### src/rtl/exp_mul_pkg.sv
// Shared types for the exponent/multiplier job scheduler and its arbiter.
// Latency: n/a (types and constants only).
// Backpressure: n/a.
package exp_mul_pkg;

    localparam int OP_W  = 4;
    localparam int RES_W = 30;

    typedef enum logic [2:0] {
        IDLE,
        LOAD,
        START,
        WAIT,
        RESP
    } state_t;

    typedef enum logic {
        SEL_MUL = 1'b0,
        SEL_EXP = 1'b1
    } sel_t;

    typedef struct packed {
        sel_t            select;
        logic [OP_W-1:0] a;
        logic [OP_W-1:0] b;
    } job_t;

endpackage

### src/rtl/exp_mul_job_scheduler_rr_arbiter2.sv
// Two-way round-robin grant: a lone request wins, a tie goes to ptr.
// Latency: combinational.
// Backpressure: none; the caller masks req when it cannot accept.
module rr_arbiter2 (
    input  logic [1:0] req,
    input  logic       ptr,
    output logic [1:0] grant
);

    always_comb begin
        grant = 2'b00;
        if (req == 2'b11) begin
            grant[ptr] = 1'b1;
        end else begin
            grant = req;
        end
    end

endmodule

### src/rtl/exp_mul_job_scheduler.sv
// Shares one exponent_multiplier core between two requesters with round-robin grant and timeout.
// Latency: accept -> core_load +1, core_start +2, rsp_valid >= +5 (done is ignored in first WAIT cycle).
// Backpressure: one job in flight; req_ready stays low until the response handshake returns to IDLE.
module exp_mul_job_scheduler
    import exp_mul_pkg::*;
#(
    parameter int TIMEOUT_CYCLES = 1024,
    parameter int CNT_W          = 16
) (
    input  logic             S_AXI_ACLK,
    input  logic             S_AXI_ARESETN,
    input  logic             req_valid_0,
    input  logic             req_valid_1,
    output logic             req_ready_0,
    output logic             req_ready_1,
    input  logic             req_select_0,
    input  logic             req_select_1,
    input  logic [OP_W-1:0]  req_a_0,
    input  logic [OP_W-1:0]  req_a_1,
    input  logic [OP_W-1:0]  req_b_0,
    input  logic [OP_W-1:0]  req_b_1,
    output logic             rsp_valid_0,
    output logic             rsp_valid_1,
    input  logic             rsp_ready_0,
    input  logic             rsp_ready_1,
    output logic [RES_W-1:0] rsp_data,
    output logic             rsp_timeout,
    output logic             core_load,
    output logic             core_start,
    output logic             core_select,
    output logic [OP_W-1:0]  core_a,
    output logic [OP_W-1:0]  core_b,
    input  logic             core_done,
    input  logic [RES_W-1:0] core_p,
    output logic             busy,
    output logic             owner,
    output logic [CNT_W-1:0] jobs_done_0,
    output logic [CNT_W-1:0] jobs_done_1
);

    localparam int                WCNT_W    = (TIMEOUT_CYCLES > 2) ? $clog2(TIMEOUT_CYCLES) : 1;
    localparam logic [WCNT_W-1:0] WAIT_LAST = WCNT_W'(TIMEOUT_CYCLES - 1);

    state_t            state;
    state_t            state_nxt;
    logic              rr_ptr;
    job_t              job;
    job_t              req_job_0;
    job_t              req_job_1;
    logic [WCNT_W-1:0] wait_cnt;
    logic [1:0]        arb_req;
    logic [1:0]        arb_gnt;
    logic              done_hit;
    logic              timeout_hit;
    logic              rsp_hs;

    assign req_job_0 = '{select: sel_t'(req_select_0), a: req_a_0, b: req_b_0};
    assign req_job_1 = '{select: sel_t'(req_select_1), a: req_a_1, b: req_b_1};

    // Requests are only visible to the arbiter while idle and out of reset.
    assign arb_req = {req_valid_1, req_valid_0} & {2{(state == IDLE) && S_AXI_ARESETN}};

    rr_arbiter2 u_arb (
        .req   (arb_req),
        .ptr   (rr_ptr),
        .grant (arb_gnt)
    );

    assign core_select = job.select;
    assign core_a      = job.a;
    assign core_b      = job.b;

    always_comb begin
        state_nxt   = state;
        req_ready_0 = arb_gnt[0];
        req_ready_1 = arb_gnt[1];
        core_load   = 1'b0;
        core_start  = 1'b0;
        rsp_valid_0 = 1'b0;
        rsp_valid_1 = 1'b0;
        busy        = (state != IDLE);
        done_hit    = 1'b0;
        timeout_hit = 1'b0;
        rsp_hs      = 1'b0;
        case (state)
            IDLE: begin
                if (|arb_gnt) state_nxt = LOAD;
            end
            LOAD: begin
                core_load = 1'b1;
                state_nxt = START;
            end
            START: begin
                core_start = 1'b1;
                state_nxt  = WAIT;
            end
            WAIT: begin
                // A done still high from the previous job is visible in the first cycle only.
                done_hit    = core_done && (wait_cnt != '0);
                timeout_hit = (wait_cnt == WAIT_LAST);
                if (done_hit || timeout_hit) state_nxt = RESP;
            end
            RESP: begin
                rsp_valid_0 = ~owner;
                rsp_valid_1 = owner;
                rsp_hs      = owner ? rsp_ready_1 : rsp_ready_0;
                if (rsp_hs) state_nxt = IDLE;
            end
            default: state_nxt = IDLE;
        endcase
    end

    always_ff @(posedge S_AXI_ACLK) begin
        if (!S_AXI_ARESETN) begin
            state       <= IDLE;
            rr_ptr      <= 1'b0;
            owner       <= 1'b0;
            job         <= '0;
            wait_cnt    <= '0;
            rsp_data    <= '0;
            rsp_timeout <= 1'b0;
            jobs_done_0 <= '0;
            jobs_done_1 <= '0;
        end else begin
            state <= state_nxt;
            case (state)
                IDLE: begin
                    if (|arb_gnt) begin
                        owner <= arb_gnt[1];
                        job   <= arb_gnt[1] ? req_job_1 : req_job_0;
                    end
                end
                START: wait_cnt <= '0;
                WAIT: begin
                    wait_cnt <= wait_cnt + 1'b1;
                    if (done_hit) begin
                        rsp_data    <= core_p;
                        rsp_timeout <= 1'b0;
                    end else if (timeout_hit) begin
                        rsp_data    <= '0;
                        rsp_timeout <= 1'b1;
                    end
                end
                RESP: begin
                    if (rsp_hs) begin
                        rr_ptr <= ~owner;
                        if (!rsp_timeout) begin
                            if (owner) jobs_done_1 <= jobs_done_1 + 1'b1;
                            else       jobs_done_0 <= jobs_done_0 + 1'b1;
                        end
                    end
                end
                default: ;
            endcase
        end
    end

endmodule

### config.mk
export PLATFORM = sky130hd
export DESIGN_NAME = exp_mul_job_scheduler
export DESIGN_NICKNAME = d
export VERILOG_FILES = /design/src/rtl/exp_mul_pkg.sv /design/src/rtl/exp_mul_job_scheduler_rr_arbiter2.sv /design/src/rtl/exp_mul_job_scheduler.sv
export SDC_FILE = /design/constraint.sdc
export NUM_CORES = 1
export LEC_CHECK = 0
export BUFFER_PORTS_ARGS = -buffer_cell sky130_fd_sc_hd__buf_2
export CAP_MARGIN = 30
export CORE_ASPECT_RATIO = 0.75
export CORE_MARGIN = 2
export CORE_UTILIZATION = 54
export CTS_CLUSTER_SIZE = 16
export DETAILED_ROUTE_END_ITERATION = 8
export PLACE_DENSITY = 0.92
export SETUP_SLACK_MARGIN = 0.5
export SLEW_MARGIN = 5
export SYNTH_ARGS = -nofsm -noshare
export SYNTH_HDL_FRONTEND = slang
export SYNTH_SLANG_ARGS = --single-unit
### constraint.sdc
create_clock -name S_AXI_ACLK -period 3.88 [get_ports S_AXI_ACLK]
set_clock_uncertainty 0.05 [all_clocks]
set_input_delay 0.582 -clock S_AXI_ACLK [delete_from_list [all_inputs] [get_ports S_AXI_ACLK]]
set_output_delay 0.582 -clock S_AXI_ACLK [all_outputs]
set_load 0.005 [all_outputs]
==> metrics.md, run 1 <==
| Metric | Value |
|---|---|
| Antenna Violating Nets Remaining | 0 |
| Largest family of logic cells by synthesized area | simple AND/OR/NAND/NOR gates |
| Die width | 103 µm |
| Critical path class | reg2out |
| Area contributors post-synth | dfxtp_1, a41o_1, and3_1 |
| # setup viols final | 0 |
| Synthesized area per cell | just under 9 µm² |
| Initial core utilization | a little under three fifths |
| Critical Path Fanout Max | 18 |
| Antenna cell count | 0 |
| Top cell type's share of synthesized area | between 40% and 50% |
| Setup Fix Bufs, Post-CTS | 0 |
| HP Class | reg2reg |
| Clk network pwr share | 35.3% |
| Part of the power in combinational logic | approximately 7.6% |
| CTS HTree Levels | 3 |
| Routed length per instance | 15.2 µm |
| Io pins | between 100 and 150 |
| Reg2reg setup slack | 1.44 ns |
| Pin count of the biggest net entering global routing | 79 |
| Fin crit period | 2.86 ns |
| Flops & latches, synth | 87 |
| Slew headroom | 54.9% |
| P&R area growth vs syn | 22.7% |
| Reg power frac | 57.1% |
| Xor and xnor area share after synthesis | roughly 4% |
| Vias in the first global route | 3,502 |
| Status | complete, no violations |
| Simple-Gate Fraction of Synth Area | around 26% |
| # rows | 26 |
| Hold Fails Final Rpt | 0 |
| Synthesized cell area | 3940 µm² |
| Remaining Overflow, GRT | 0 |
| RSZ-0062 raised after global routing | false |
| Hpwl dp | roughly 7 mm |
| Die Y | 78.0 µm |
| Synth Flop Type | dfxtp_1 |
| Critical path capture point type | primary output |
| Final wirelength | ~10 mm |
| CP required | 3.25 ns |
| GPL Wtd Cong | 0.822 |
| Drt first pass iters | 5 |
| Register area share after synthesis | ~44% |
| Synth Area in Adders | 1.27% |
| Mux contribution to synthesized area | 3.30% |
| Setup_tns | 0 ns |
| Worst endpoint data arrival time | 2.23 ns |
| CTS tree | done |
| Worst Setup Start Kind | register |
| Number of vias per cell | 5.77 |
| Synth warnings | 0 |
| Syn Inst Count | 446 |
| Slew at the pin with the worst max-slew slack | around 0.67 ns |
| Leak | 2.45 nW |
| CTS buffer count | 9 |
| Asr flop ratio synth | 0% |
| Root buffer cell | clkbuf_8 |
| CTS Sinks | 87 |
| Max Root-Sink Buffers | 2 |
| Max_cap viols | 0 |
| Share of layout cells above drive strength 1 | 28.1% |
| # resized after CTS | 0 |
| All-layer global routing usage | 25.5% |
| Final period utilization | between 70% and 80% |
| Fmax | about 350 MHz |
| Dpl cell area | 4640 µm² |
| Leading cell type in the layout, fill and taps excluded | buf_2 |
| Pwr dens | roughly 340 nW/µm² |
| Compound-Gate Fraction of Synth Area | 16.9% |
| Total power | 0.00162 W |
| Clk_lat worst skew | 0.36 ns |
| Max Slew Vio Count | 0 |
| Post-layout nets | 623 |
| Core Box Area | 6930 µm² |
| # DRC | 0 |
| Final Cell Area | roughly 4800 µm² |
| Number of synthesized flops with an enable pin | 0 |
| Net Switching | around 0.00039 W |
| First-pass GRT wire length | about 16 mm |
| Initial antenna violation count | 0 |
| # hold bufs at CTS | 0 |
| Switching share of power | 24.3% |
| Syn nets | 505 |
| IO Port Bufs | 134 |
| VDD IR max | 0.259 mV |
| Post-synth top area cell | dfxtp_1 |
| DRT iter0 DRCs | 207 |
| Commonest non-fill, non-tap cells in the layout | buf_2, dfxtp_1, and3_1 |
| Synth cell types | 44 |
| Die footprint | between 8000 and 9000 µm² |
| Worst-path clk slew | around 0.080 ns |
| Int Power | 0.00123 W |
| Via count | just under 4,000 |
## routing by layer
layer | GRT usage, % | wire length, µm | vias to the layer above
li1 | - | - | 1879
met4 | 7.60 | 156 | 0
met2 | 41.5 | 5030 | 119
met3 | 6.94 | 515 | 18
met1 | 32.8 | 4450 | 1834
met5 | 0 | 0 | -
## sequential cells by signal (all words and copies together), names as in the netlist
register / flops
state: 3
rsp_timeout: 1
rr_ptr: 1
jobs_done_0: 16
wait_cnt: 10
core_select: 1
rsp_data: 30
core_a: 4
jobs_done_1: 16
owner: 1
core_b: 4
## power by group through the flow
| stage | Clock [W] | Combinational, W | Sequential (W) |
|---|---|---|---|
| 6_report | 0.000572 | 0.000123 | 0.000926 |
| 5_1_grt | 0.000626 | 0.000137 | 0.000929 |
| 4_1_cts | 0.000585 | 0.000123 | 0.000925 |
| 3_5_place_dp | 0 | 0.000122 | 0.000946 |
| 3_3_place_gp | 0 | 0.000119 | 0.000945 |
| 2_1_floorplan | 0 | 0.0000758 | 0.000936 |
## through the flow
step / util [%] / instances / worst slack [ns] / hold WS, ns
2_1_floorplan: - / 446 / 1.67 / 0.418
3_3_place_gp: 67.0 / 650 / 1.39 / 0.416
3_5_place_dp: 67.0 / 650 / 1.35 / 0.419
4_1_cts: 69.5 / 666 / 1.03 / 0.432
5_1_grt: 69.8 / 667 / 0.765 / 0.439
6_report: 69.8 / 667 / 1.02 / 0.430
## area by class of cell
type / instances / area [µm²]
flip-flops and latches: 87 / 1740
repair buffers: 139 / 716
clock buffers: 13 / 159
multi-input cells: 315 / 2030
inverters: 12 / 45.0
clock inverters: 3 / 17.5
fillers: 562 / 2100
well taps: 98 / 123
## cells in the mapped netlist (all sizes together) (4+ instances only)
cell type  instances
a21oi             29
xnor2             12
a41o              30
o21ai             26
ha                 4
nor3              10
inv               11
xor2               6
or3               11
nand4             12
nor2              32
and3              34
nand3             24
nand2             24
nor4               7
nand2b             6
dfxtp             87
mux2i             13
clkbuf            31
## critical path, cell delays in order, from the launching register on
cell     delay (ns)
dfxtp_1        0.52
nor4b_1        0.66
nand3_1        0.41
inv_1          0.15
buf_2          0.13
## path summary, 6_finish.rpt
check / start / to / depth (start not counted)
worst max-delay path: state[0]$_SDFFE_PN0P_ / req_ready_0 / 4
worst min-delay path: jobs_done_0[15]$_SDFFE_PN0P_ / jobs_done_0[15]$_SDFFE_PN0P_ / 2
worst max register to register: state[0]$_SDFFE_PN0P_ / jobs_done_1[15]$_SDFFE_PN0P_ / 4
worst min register to register: jobs_done_0[15]$_SDFFE_PN0P_ / jobs_done_0[15]$_SDFFE_PN0P_ / 2
## cells by family after synthesis
group / after synthesis
DFF: 87
xor gates and xnor gates: 18
AOI/OAI and AO/OA: 97
adders and majority gates: 4
buffers and inverters: 44
and+or+nand+nor: 183
muxes: 13
Note: power is estimated with default switching activity, not from simulation.
==> run 2, diff against run 1 <==
Settings changed: ABC_AREA set to 1, CORE_UTILIZATION 54 to 46, PLACE_DENSITY 0.92 to 0.83.
Clock period 3.88 ns to 2.3 ns, I/O delays scaled along.
==> run 2 against run 1 <==
Synthesized cell count up 28%. Count of clock-buffer cells in the layout down 3. Sequential power up 74%. Worst setup slack worse by 0.47 ns. Utilization down 11 points. Critical path type unchanged. Largest power group unchanged. Highest routed layer unchanged.
==> metrics.md, run 2 <==
| Metric | Value |
|---|---|
| RSZ-0062 raised after global routing | true |
| Antenna Violating Nets Remaining | 0 (unchanged) |
| # setup viols final | 0 (unchanged) |
| Initial antenna violation count | 1 (+1) |
| Largest Register | rsp_data |
| Syn nets | 629 (+25%) |
| Pwr dens | 662 nW/µm² (+97%) |
| Commonest cells post-synth | nand2_1, dfxtp_1, a21oi_1 |
| Critical path capture point type | primary output |
| Leak | 2.14 nW (-13%) |
| HP Class | in2reg |
| Max reg flops | 30 (unchanged) |
| IO Port Bufs | 134 (unchanged) |
| Post-layout nets | 760 (+22%) |
| Final Cell Area | 5350 µm² (+11%) |
| Share of layout cells above drive strength 1 | 31.3% (+3.2 points) |
| Critical Path Fanout Max | 6 (-12) |
| Synthesized area per cell | 7.49 µm² (-15%) |
| Slew headroom | 48.0% (-7.0 points) |
| Fin crit period | 1.75 ns |
| Max Root-Sink Buffers | 2 (unchanged) |
| Clk_lat worst skew | 0.34 ns (-0.02 ns) |
| Slew at the pin with the worst max-slew slack | 0.781 ns (+0.111 ns) |
| Worst Setup Start Kind | register |
| Hold Fails Final Rpt | 0 (unchanged) |
| Drt first pass iters | 6 (+1) |
| Crit-path cells | nor2_4 > nand2_4 > nor2_8 > nand2_1 > inv_1 > buf_2 |
| Pin count of the biggest net entering global routing | 70 (-11%) |
| Root buffer cell | clkbuf_16 |
| Remaining Overflow, GRT | 0 (unchanged) |
| Final wirelength | 11.2 mm (+11%) |
| Top Registers | rsp_data (30), jobs_done_0 (16), jobs_done_1 (16) |
| DRT iter0 DRCs | 324 (+57%) |
| Post-place setup slack | 0.507 ns (-0.845 ns) |
| Flops & latches, synth | 87 (unchanged) |
| Max stage delay on crit path | 0.36 ns (-0.30 ns) |
| Commonest non-fill, non-tap cells in the layout | buf_2, nand2_1, dfxtp_1 |
| VDD IR max | 0.407 mV (+57%) |
| Core Box Area | 9050 µm² (+31%) |
| All-layer global routing usage | 22.4% (-3.1 points) |
| CTS HTree Levels | 3 (unchanged) |
| Most frequent cell after synthesis | nand2_1 |
| CTS buffer count | 9 (unchanged) |
| Initial core utilization | 47.2% (-9.7 points) |
| Max Slew Vio Count | 0 (unchanged) |
| Die Y | 87.4 µm (+12%) |
| Via count | 4,369 (+13%) |
| CTS Sinks | 87 (unchanged) |
| Setup_tns | 0 ns (unchanged) |
| Dpl cell area | 5000 µm² (+7.6%) |
| Synth warnings | 0 (unchanged) |
| Top cell type's share of synthesized area | 40.8% (-3.4 points) |
| Critical path class | reg2out |
| Reg2reg setup slack | 0.61 ns (-0.83 ns) |
| Setup ws final | 0.552 ns (-0.469 ns) |
| Routed length per instance | 13.4 µm (-12%) |
| Worst endpoint data arrival time | 1.35 ns (-0.88 ns) |
| Asr flop ratio synth | 0% (unchanged) |
| Worst-path clk slew | 0.06 ns (-0.02 ns) |
| Worst hold slack | 0.207 ns (-0.223 ns) |
| CTS tree | done |
| P&R area growth vs syn | 25.3% |
| Register area share after synthesis | 40.8% (-3.4 points) |
| Number of vias per cell | 5.23 (-9.4%) |
| Post-synth top area cell | dfxtp_1 |
| Leading cell type in the layout, fill and taps excluded | buf_2 |
| Hpwl dp | 8.06 mm (+13%) |
| Fillers | 847 (+51%) |
| Vias in the first global route | 3,969 (+13%) |
| # rows | 30 (+15%) |
| First-pass GRT wire length | 18.1 mm (+10%) |
| Synth Flop Type | dfxtp_1 |
| Met2 Routed Length | 5.44 mm (+8.2%) |
| Status | complete, no violations |
| Area contributors post-synth | dfxtp_1, nand2_1, a21oi_1 |
| # hold bufs at CTS | 0 (unchanged) |
| Synth cell types | 44 (unchanged) |
| Final period utilization | 76.0% |
| Met3 WL | 690 µm (+34%) |
| Number of synthesized flops with an enable pin | 0 (unchanged) |
| # DRC | 0 (unchanged) |
| Total power | 0.00354 W (+120%) |
| Synthesized cell area | 4270 µm² (+8.4%) |
| Die footprint | 10,100 µm² (+26%) |
| CP required | 1.90 ns (-1.35 ns) |
| Max_cap viols | 0 (unchanged) |
| Critical path's slowest cell | dfxtp_4 |
| Die width | 115 µm (+12%) |
| Io pins | 135 (unchanged) |
| Highest Signal Layer | met4 |
| Met1 wire length | 5.00 mm (+12%) |
| Syn Inst Count | 570 (+28%) |
| GPL Wtd Cong | 0.912 (+11%) |
| Fmax | about 570 MHz |
run 2: changes by cell type after synthesis, moves of 10 or more:
cell,before,now
clkbuf_1,31,4
mux2i_1,13,0
nand2_1,24,119
or3_1,11,0
a21oi_2,0,10
o21ai_0,26,14
nand2_2,0,13
and3_1,34,2
a41o_1,30,0
buf_2,0,11
nand3_1,24,53
a21oi_1,29,69
inv_1,11,43
run 2: cell type report:
cell class	count	area (µm²)	share of cell area [%]
tap	128	160	2.99
clock inverter	6	36.3	0.678
timing repair buffer	144	762	14.2
clock buffer	10	239	4.47
antenna	1	2.50	0.0468
multi-input combinational	406	2200	41.1
sequential	87	1750	32.6
inverter	53	209	3.90
run 2: per-stage QoR:
step | util, % | instances
after floorplan | - | 570
after global placement | 55.2 | 813
after detailed placement | 55.2 | 813
after CTS | 58.4 | 830
after global routing | 59.1 | 834
final | 59.2 | 835
run 2: what timing repair did:
item / 4_1_cts / 5_1_grt
pin swaps: 1 / 4
cloned: 0 / 0
resized for setup: 0 / 12
setup buffers: 1 / 4
endpoints found under the setup margin: 1 / 40
run 2: kinds of logic (layout without fill, tap and decap cells):
| kind of cell | count (synthesis) | count (layout) | synth area share (%) |
|---|---|---|---|
| simple gates | 270 | 270 | 30.6 |
| buf+inv | 77 | 213 | 8.09 |
| other cells | 0 | 1 | 0 |
| flops | 87 | 87 | 40.8 |
| compound gates | 117 | 117 | 16.3 |
| xor+xnor | 15 | 15 | 3.08 |
| fa+ha+maj | 4 | 4 | 1.17 |
run 2: final timing paths:
kind | from | endpoint | cells past startpoint
hold / removal | core_p[13] | rsp_data[13]$_SDFFE_PN0P_ | 3
setup reg to reg | jobs_done_1[0]$_SDFFE_PN0P_ | jobs_done_1[14]$_SDFFE_PN0P_ | 7
setup / recovery | state[2]$_SDFFE_PN0P_ | req_ready_0 | 6
hold reg to reg | rsp_data[12]$_SDFFE_PN0P_ | rsp_data[12]$_SDFFE_PN0P_ | 2
run 2: power by group:
part	internal, W	switching, W	total [W]
logic	0.000242	0.000346	0.000588
registers	0.00156	0.0000467	0.00161
clock network	0.000755	0.000591	0.00135
run 2: per-layer routing:
layer / up-vias / GRT usage (%)
met5: - / 0
met1: 2041 / 28.5
met2: 144 / 37.2
met3: 9 / 5.43
met4: 0 / 7.67
li1: 2175 / -
run 2: critical path: cells and delay by family, from the launching register on:
kind	cells	cell delay [ns]
buffers and inverters	2	0.18
DFF	1	0.36
and+or+nand+nor	4	0.47
